**src/rtl/mc_ctrl_pkg.sv**
```systemverilog
// Shared encodings for the multi-cycle controller: state set, opcodes, ALU codes
// and datapath select values. ImmSrc codes are also consumed by the immediate extender.
package mc_ctrl_pkg;

    typedef enum logic [3:0] {
        S_FETCH    = 4'd0,
        S_DECODE   = 4'd1,
        S_MEMADR   = 4'd2,
        S_MEMREAD  = 4'd3,
        S_MEMWB    = 4'd4,
        S_MEMWRITE = 4'd5,
        S_EXECR    = 4'd6,
        S_EXECI    = 4'd7,
        S_ALUWB    = 4'd8,
        S_BRANCH   = 4'd9,
        S_JALR     = 4'd10,
        S_JUMP     = 4'd11,
        S_ILLEGAL  = 4'd12
    } state_t;

    localparam logic [6:0] OP_LOAD   = 7'b0000011;
    localparam logic [6:0] OP_STORE  = 7'b0100011;
    localparam logic [6:0] OP_RTYPE  = 7'b0110011;
    localparam logic [6:0] OP_ITYPE  = 7'b0010011;
    localparam logic [6:0] OP_BRANCH = 7'b1100011;
    localparam logic [6:0] OP_JAL    = 7'b1101111;
    localparam logic [6:0] OP_JALR   = 7'b1100111;

    localparam logic [2:0] ALU_ADD = 3'b000;
    localparam logic [2:0] ALU_SUB = 3'b001;
    localparam logic [2:0] ALU_AND = 3'b010;
    localparam logic [2:0] ALU_OR  = 3'b011;
    localparam logic [2:0] ALU_SLT = 3'b101;

    // How the ALU operation is chosen in a given state
    localparam logic [1:0] ACLS_ADD   = 2'b00;
    localparam logic [1:0] ACLS_SUB   = 2'b01;
    localparam logic [1:0] ACLS_FUNCT = 2'b10;

    localparam logic [1:0] IMM_I = 2'b00;
    localparam logic [1:0] IMM_B = 2'b01;
    localparam logic [1:0] IMM_S = 2'b10;
    localparam logic [1:0] IMM_J = 2'b11;

    localparam logic [1:0] RES_ALUOUT    = 2'b00;
    localparam logic [1:0] RES_DATA      = 2'b01;
    localparam logic [1:0] RES_ALURESULT = 2'b10;

    localparam logic [1:0] SRCA_PC    = 2'b00;
    localparam logic [1:0] SRCA_OLDPC = 2'b01;
    localparam logic [1:0] SRCA_REG   = 2'b10;

    localparam logic [1:0] SRCB_REG  = 2'b00;
    localparam logic [1:0] SRCB_IMM  = 2'b01;
    localparam logic [1:0] SRCB_FOUR = 2'b10;

    localparam logic ADR_PC     = 1'b0;
    localparam logic ADR_RESULT = 1'b1;

    function automatic logic branch_taken(
        input logic [2:0] funct3,
        input logic       zero,
        input logic       lt
    );
        case (funct3)
            3'b000:  return zero;
            3'b001:  return !zero;
            3'b100:  return lt;
            3'b101:  return !lt;
            default: return 1'b0;
        endcase
    endfunction

endpackage

```
**src/rtl/mc_alu_decoder.sv**
```systemverilog
// Combinational ALU operation select from the state's ALU class and the instruction
// function fields.
module mc_alu_decoder
    import mc_ctrl_pkg::*;
(
    input  logic [1:0] alu_class,
    input  logic [2:0] funct3,
    input  logic       funct7b5,
    input  logic       rtype,
    output logic [2:0] alu_control
);

    always_comb begin
        alu_control = ALU_ADD;
        case (alu_class)
            ACLS_SUB: alu_control = ALU_SUB;
            ACLS_FUNCT: begin
                case (funct3)
                    // I-type never subtracts: bit 30 is part of the immediate there
                    3'b000:  alu_control = (rtype && funct7b5) ? ALU_SUB : ALU_ADD;
                    3'b010:  alu_control = ALU_SLT;
                    3'b110:  alu_control = ALU_OR;
                    3'b111:  alu_control = ALU_AND;
                    default: alu_control = ALU_ADD;
                endcase
            end
            default: alu_control = ALU_ADD;
        endcase
    end

endmodule

```
**src/rtl/mc_control_fsm.sv**
```systemverilog
// Multi-cycle main controller: one state per cycle, datapath selects decoded from
// state, memory waits via MemReady, branch decision from ALU flags.
//
// state      | meaning
// -----------+----------------------------------------------------
// FETCH      | read instruction at PC, PC+4 -> PC when MemReady
// DECODE     | compute OldPC+imm into ALUOut, dispatch on opcode
// MEMADR     | A + imm -> effective address for lw/sw
// MEMREAD    | load access, waits for MemReady
// MEMWB      | write loaded data to rd
// MEMWRITE   | store access, MemWrite held until MemReady
// EXECR      | register-register ALU op
// EXECI      | register-immediate ALU op
// ALUWB      | write ALUOut to rd
// BRANCH     | A - B, load PC with target when taken
// JALR       | A + imm -> ALUOut as jump target
// JUMP       | PC <- ALUOut, compute OldPC+4 for the link register
// ILLEGAL    | unsupported opcode, absorbing until reset
module mc_control_fsm
    import mc_ctrl_pkg::*;
#(
    parameter state_t RESET_STATE = S_FETCH
) (
    input  logic        clk,
    input  logic        rst_n,
    input  logic [31:0] Inst,
    input  logic        MemReady,
    input  logic        Zero,
    input  logic        Lt,
    output logic        PCWrite,
    output logic        AdrSrc,
    output logic        MemWrite,
    output logic        IRWrite,
    output logic [1:0]  ResultSrc,
    output logic [1:0]  ALUSrcA,
    output logic [1:0]  ALUSrcB,
    output logic [2:0]  ALUControl,
    output logic [1:0]  ImmSrc,
    output logic        RegWrite,
    output logic        Illegal
);

    state_t     state;
    logic [6:0] op;
    logic [2:0] funct3;
    logic       funct7b5;
    logic [1:0] alu_class;
    logic       rtype;
    logic [2:0] alu_ctl;
    logic       inst_unused;

    assign op          = Inst[6:0];
    assign funct3      = Inst[14:12];
    assign funct7b5    = Inst[30];
    assign inst_unused = ^{Inst[31], Inst[29:15], Inst[11:7]};

    always_ff @(posedge clk or negedge rst_n) begin
        if (!rst_n) begin
            state <= RESET_STATE;
        end else begin
            case (state)
                S_FETCH:    state <= MemReady ? S_DECODE : S_FETCH;
                S_DECODE: begin
                    case (op)
                        OP_LOAD, OP_STORE: state <= S_MEMADR;
                        OP_RTYPE:          state <= S_EXECR;
                        OP_ITYPE:          state <= S_EXECI;
                        OP_BRANCH:         state <= S_BRANCH;
                        OP_JAL:            state <= S_JUMP;
                        OP_JALR:           state <= S_JALR;
                        default:           state <= S_ILLEGAL;
                    endcase
                end
                S_MEMADR:   state <= (op == OP_STORE) ? S_MEMWRITE : S_MEMREAD;
                S_MEMREAD:  state <= MemReady ? S_MEMWB : S_MEMREAD;
                S_MEMWB:    state <= S_FETCH;
                S_MEMWRITE: state <= MemReady ? S_FETCH : S_MEMWRITE;
                S_EXECR:    state <= S_ALUWB;
                S_EXECI:    state <= S_ALUWB;
                S_ALUWB:    state <= S_FETCH;
                S_BRANCH:   state <= S_FETCH;
                S_JALR:     state <= S_JUMP;
                S_JUMP:     state <= S_ALUWB;
                S_ILLEGAL:  state <= S_ILLEGAL;
                default:    state <= RESET_STATE;
            endcase
        end
    end

    mc_alu_decoder u_alu_decoder (
        .alu_class   (alu_class),
        .funct3      (funct3),
        .funct7b5    (funct7b5),
        .rtype       (rtype),
        .alu_control (alu_ctl)
    );

    always_comb begin
        PCWrite   = 1'b0;
        AdrSrc    = ADR_PC;
        MemWrite  = 1'b0;
        IRWrite   = 1'b0;
        ResultSrc = RES_ALUOUT;
        ALUSrcA   = SRCA_PC;
        ALUSrcB   = SRCB_REG;
        ImmSrc    = IMM_I;
        RegWrite  = 1'b0;
        Illegal   = 1'b0;
        alu_class = ACLS_ADD;
        rtype     = 1'b0;
        case (state)
            S_FETCH: begin
                AdrSrc    = ADR_PC;
                ALUSrcA   = SRCA_PC;
                ALUSrcB   = SRCB_FOUR;
                ResultSrc = RES_ALURESULT;
                IRWrite   = MemReady;
                PCWrite   = MemReady;
            end
            S_DECODE: begin
                ALUSrcA = SRCA_OLDPC;
                ALUSrcB = SRCB_IMM;
                ImmSrc  = (op == OP_JAL) ? IMM_J : IMM_B;
            end
            S_MEMADR: begin
                ALUSrcA = SRCA_REG;
                ALUSrcB = SRCB_IMM;
                ImmSrc  = (op == OP_STORE) ? IMM_S : IMM_I;
            end
            S_MEMREAD: begin
                AdrSrc    = ADR_RESULT;
                ResultSrc = RES_ALUOUT;
            end
            S_MEMWB: begin
                ResultSrc = RES_DATA;
                RegWrite  = 1'b1;
            end
            S_MEMWRITE: begin
                AdrSrc    = ADR_RESULT;
                ResultSrc = RES_ALUOUT;
                MemWrite  = 1'b1;
            end
            S_EXECR: begin
                ALUSrcA   = SRCA_REG;
                ALUSrcB   = SRCB_REG;
                alu_class = ACLS_FUNCT;
                rtype     = 1'b1;
            end
            S_EXECI: begin
                ALUSrcA   = SRCA_REG;
                ALUSrcB   = SRCB_IMM;
                ImmSrc    = IMM_I;
                alu_class = ACLS_FUNCT;
            end
            S_ALUWB: begin
                ResultSrc = RES_ALUOUT;
                RegWrite  = 1'b1;
            end
            S_BRANCH: begin
                ALUSrcA   = SRCA_REG;
                ALUSrcB   = SRCB_REG;
                alu_class = ACLS_SUB;
                ResultSrc = RES_ALUOUT;
                PCWrite   = branch_taken(funct3, Zero, Lt);
            end
            S_JALR: begin
                ALUSrcA = SRCA_REG;
                ALUSrcB = SRCB_IMM;
                ImmSrc  = IMM_I;
            end
            S_JUMP: begin
                ALUSrcA   = SRCA_OLDPC;
                ALUSrcB   = SRCB_FOUR;
                ResultSrc = RES_ALUOUT;
                PCWrite   = 1'b1;
            end
            S_ILLEGAL: Illegal = 1'b1;
            default: ;
        endcase
        // Reset must silence strobes in the very cycle it asserts, before the clock
        if (!rst_n) begin
            PCWrite   = 1'b0;
            AdrSrc    = ADR_PC;
            MemWrite  = 1'b0;
            IRWrite   = 1'b0;
            ResultSrc = RES_ALUOUT;
            ALUSrcA   = SRCA_PC;
            ALUSrcB   = SRCB_REG;
            ImmSrc    = IMM_I;
            RegWrite  = 1'b0;
            Illegal   = 1'b0;
            alu_class = ACLS_ADD;
            rtype     = 1'b0;
        end
    end

    assign ALUControl = rst_n ? alu_ctl : ALU_ADD;

endmodule

```
**config.mk**
```make
export PLATFORM = sky130hd
export DESIGN_NAME = mc_control_fsm
export DESIGN_NICKNAME = d
export VERILOG_FILES = /design/src/rtl/mc_ctrl_pkg.sv /design/src/rtl/mc_alu_decoder.sv /design/src/rtl/mc_control_fsm.sv
export SDC_FILE = /design/constraint.sdc
export NUM_CORES = 1
export LEC_CHECK = 0
export ABC_AREA = 0
export BUFFER_PORTS_ARGS = -buffer_cell sky130_fd_sc_hd__buf_2
export CORE_MARGIN = 1
export CORE_UTILIZATION = 39
export CTS_CLUSTER_DIAMETER = 120
export DETAILED_ROUTE_END_ITERATION = 8
export PLACE_DENSITY = 0.82
export SLEW_MARGIN = 30
export SYNTH_ARGS = -nofsm -noshare
export SYNTH_HDL_FRONTEND = slang
export SYNTH_SLANG_ARGS = --single-unit
export TNS_END_PERCENT = 10
```
**constraint.sdc**
```tcl
create_clock -name clk -period 2 [get_ports clk]
set_input_delay 0.3 -clock clk [delete_from_list [all_inputs] [get_ports clk]]
set_output_delay 0.3 -clock clk [all_outputs]
set_load 0.02 [all_outputs]
```
==> results by stage <==
Run status:
- The run finished with clean final reports.

Synth:
- Yosys printed 0 warnings.
- Synthesis inferred 4 register bits.
- The area of the mapped netlist is 718 um^2.
- The commonest cells after synthesis are sky130_fd_sc_hd__nand2_1, sky130_fd_sc_hd__nor2_1, sky130_fd_sc_hd__inv_1.
- The count of unique library cells instantiated by Yosys is 40.
- The cell count after synthesis came out at about 100.
- The sequential share of the synthesized area is 13.9%.
- The largest total area in the synthesized netlist belongs to sky130_fd_sc_hd__dfrtp_1.
- The top cell type by area accounts for 13.9% of the synthesized area.
- After synthesis, the share of flip-flops with an asynchronous set or reset is 100%.
- The post-synth net total is ~140.
- The mean instance size in the synthesized netlist is around 7 um^2.
- The most used flip-flop cell after synthesis is sky130_fd_sc_hd__dfrtp_1.
- Counting flops with a built-in enable in the synthesized netlist gives 0.
- By area the synthesized netlist is led by sky130_fd_sc_hd__dfrtp_1, sky130_fd_sc_hd__nand2b_1, sky130_fd_sc_hd__nand2_1.

Clock network:
- Buffers inserted during clock tree synthesis total 3.
- The buffer depth of the longest clock path is 2.
- The clock sink count is 4.
- The tree is rooted in a sky130_fd_sc_hd__clkbuf_4.
- The clock tree from TritonCTS is built.
- The later-pin clock latency in the skew report is between 0.2 and 0.25 ns.
- The number of H-tree levels is 1.
- After clock tree synthesis, the clock-pin slew on the worst setup and hold paths is 0.04 ns.

Floorplanning:
- 54 I/O pins were placed.
- In this run the standard cell core region covers between 0.0015 and 0.002 mm^2.
- The height of the die is 44.9 um.
- After floorplanning, the core was divided into 15 placement rows.
- The die covers ~0.0020 mm^2.
- For this configuration, the core starts out at a cell density of 41.6%.
- The die width is between 40 and 50 um.

Timing:
- Setup violations remaining at the end of the flow were counted as 0.
- The headroom to the max-slew limit is between 70 and 80%.
- Subtracting the final worst setup slack from the clock period gives 1.98 ns.
- The portion of the clock cycle consumed by the worst path in the final layout is 98.9%.
- At the pin with the least slew margin, the transition time is roughly 0.41 ns.
- The number of hold violations in the final report is 0.
- Timing would allow up to 0.506 GHz.
- The largest clock skew in the final design is between 0.004 and 0.005 ns.
- The final number of max-transition violations is 0.
- Across all hold checks on the routed design, the worst slack comes to between 0.03 and 0.04 ns.
- Setup slack closes at around 0.022 ns.
- Setup repair after global routing could not meet its margin everywhere.

Worst hold path:
- The path class of the lowest-slack min-delay path is input port to asynchronous set/reset pin.

Flow run:
- The number of maximum-capacitance constraint violations is 0.

Finish:
- The largest registers in the layout are state x4.
- The count of antenna diodes in the layout is 0.
- The number of non-filler instances in the completed layout is 172.
- The finished cells cover approximately 0.0011 mm^2.
- From synthesis to final layout, the design area changed by 55.1%.
- The flip-flop count of the largest register, all copies and words added is 4.
- More flip-flops sit in one register than any other, and that register is state.
- The number of nets in the final layout is 188.
- Once layout is complete, the utilization of the core stands at between 60% and 70%.
- The fraction of layout cells with a size suffix above 1 is between 40% and 50%.

Power and ir drop:
- The part of the power in the clock network is 10.0%.
- The peak ir drop on the vdd network is between 0.0006 and 0.0007 V.
- The power spent charging and discharging nets is approximately 510 uW.
- Cell internal power was estimated by the tool at approximately 550 uW.
- The share of total power dissipated in combinational logic is 75.0%.
- Per report_power, the sequential group accounts for 15.0% of the total.
- The leakage power of the design is roughly 0.55 nW.
- In this run switching power makes up 48.1% of total power.
- The power per unit of standard cell area is approximately 950 mW/mm^2.

Placed design:
- At the end of routability-driven placement, the weighted congestion stood at between 0.8 and 0.9.
- The instance area at placement is roughly 960 um^2.
- The number of buffer cells added on primary ports is 32.
- Including well taps, the total number of placed cells is about 160.
- The detailed placer's ending HPWL is approximately 1600 um.
- The post-placement setup slack is slightly above 0.09 ns.

Worst setup path:
- Setup slack on the worst reg-to-reg path comes out at 0.40 ns.
- The signal arrival time at the worst endpoint is 1.68 ns.
- The cell class contributing the biggest share of worst-path delay is simple AND/OR/NAND/NOR gates.
- The critical register-to-register path startpoint is state[2].
- The slowest stage of the critical path is the sky130_fd_sc_hd__dfrtp_1 cell.
- The worst-path maximum fanout is 4.
- The critical path goes through nor2b_4 -> nand2_2 -> nor2_4 -> inv_1 -> ha_2 -> a31oi_1 -> nor3b_2 -> buf_4.
- The capture instance of the worst register-to-register path is state[2].
- The data required time of the worst path is 1.70 ns.
- Together, buffers and inverters on the worst path number 2.
- For this run, the slowest stage of the critical path takes about 0.41 ns.
- By startpoint and endpoint, the worst setup path is classified as flip-flop to output pin.
- The endpoint type of the worst setup path is an output pin.
- The worst register-to-register path has a depth of 6.
- The worst setup path is launched from a flip-flop.

Route:
- The number of design rule violations left after detail routing is 0.
- The routed layout has 960 vias.
- Dividing the detail-routed wire length by the instance count gives ~13 um.
- The routed wire length is approximately 2300 um.
- Dividing the detail-routed via count by the number of cells gives around 5.6.
- In this run the remaining antenna-violating nets after routing total 0.
- The first routing iteration left 25 violations.
- The first TritonRoute pass finished after 4 iterations.

GRT:
- The first global-routing pass estimated approximately 3400 um of wire.
- The number of global-route vias before repair is a little over 800.
- Global routing consumed, over all layers together, between 20% and 30% of the routing resources.
- Entering global routing, the biggest net connects 13 pins.
- The number of antenna violations at the first check in global routing is 0.
- For this run the aggregate overflow at the end of global routing stands at 0.
==> area by class of cell <==
| type | count | area, um^2 |
|---|---|---|
| fill | 161 | 613 |
| sequential | 4 | 104 |
| inverter | 8 | 30.0 |
| clock buffer | 3 | 22.5 |
| tap | 25 | 31.3 |
| timing repair buffer | 48 | 289 |
| multi-input combinational | 84 | 637 |
==> power by group through the flow <==
stage	clock, mW	combinational (mW)	sequential (mW)
floorplan	0	0.458	0.119
global placement	0	0.610	0.147
detailed placement	0	0.632	0.150
CTS	0.111	0.669	0.153
global route	0.115	0.861	0.160
finish	0.106	0.794	0.159
==> how the worst max path moves through the flow <==
stage,from,end,slack [ns],cells past startpoint
floorplan,state[3],ALUControl[0],-0.11,6
CTS,state[1],ALUControl[2],-0.01,6
finish,state[0],ALUControl[0],0.02,8
global placement,Inst[2],ImmSrc[1],0.11,5
detailed placement,Inst[2],ImmSrc[1],0.09,5
global route,state[0],ALUControl[0],-0.06,8
==> worst register-to-register path, delay by kind of cell (launching register included) <==
family	cells	cell delay (ns)
buffers and inverters	2	0.31
AO/OA/AOI/OAI	3	0.32
AND/OR/NAND/NOR	1	0.45
flip-flops	1	0.41
==> cell families (layout without fill, tap and decap cells) <==
group,Yosys count,count (layout),synth area share (%)
AND/OR/NAND/NOR,53,53,44.6
AO/OA/AOI/OAI,23,23,22.0
multiplexers,2,2,2.79
XOR/XNOR,4,4,4.88
buffers and inverters,15,59,8.36
adder cells (fa/ha/maj),2,2,3.48
flip-flops,4,4,13.9
==> stage by stage <==
step / setup TNS (ns) / power, mW
4_1_cts: -0.0230 / 0.933
3_5_place_dp: 0 / 0.782
2_1_floorplan: -0.130 / 0.577
5_1_grt: -0.165 / 1.14
3_3_place_gp: 0 / 0.756
6_report: 0 / 1.06
==> cells in the final DEF (no fill, tap or decap), types with 2 or more instances in the layout <==
| cell | n |
|---|---|
| sky130_fd_sc_hd__o31ai_1 | 3 |
| sky130_fd_sc_hd__xor2_1 | 3 |
| sky130_fd_sc_hd__nor2b_4 | 2 |
| sky130_fd_sc_hd__inv_1 | 8 |
| sky130_fd_sc_hd__a21oi_1 | 5 |
| sky130_fd_sc_hd__nand2b_1 | 5 |
| sky130_fd_sc_hd__dfrtp_2 | 3 |
| sky130_fd_sc_hd__clkbuf_4 | 3 |
| sky130_fd_sc_hd__nor4_1 | 2 |
| sky130_fd_sc_hd__nand2b_4 | 2 |
| sky130_fd_sc_hd__mux2i_1 | 2 |
| sky130_fd_sc_hd__buf_4 | 17 |
| sky130_fd_sc_hd__nor2_1 | 8 |
| sky130_fd_sc_hd__o21ai_0 | 4 |
| sky130_fd_sc_hd__a31oi_1 | 2 |
| sky130_fd_sc_hd__nand2_1 | 8 |
| sky130_fd_sc_hd__and2_1 | 2 |
| sky130_fd_sc_hd__nand3_1 | 3 |
| sky130_fd_sc_hd__and3_1 | 2 |
| sky130_fd_sc_hd__nor3_1 | 4 |
| sky130_fd_sc_hd__buf_2 | 30 |
==> metal layers <==
| layer | wire length, um | global-route usage [%] | share of wire (%) | up-vias |
|---|---|---|---|---|
| met3 | 111 | 0.400 | 4.8 | 6 |
| met1 | 959 | 28.0 | 41 | 459 |
| met4 | 34 | 9.09 | 1.5 | 0 |
| met5 | 0 | 0 | 0 | - |
| met2 | 1210 | 40.0 | 52 | 35 |
| li1 | - | - | - | 460 |
==> what timing repair did <==
| action | in CTS | in global routing |
|---|---|---|
| hold buffers | 0 | 0 |
| gates resized for setup | 9 | 11 |
| buffers inserted | 1 | 6 |
| pin swaps | 0 | 5 |
| setup endpoints to repair | 4 | 5 |
No activity file was read; power rests on OpenSTA's default activity.
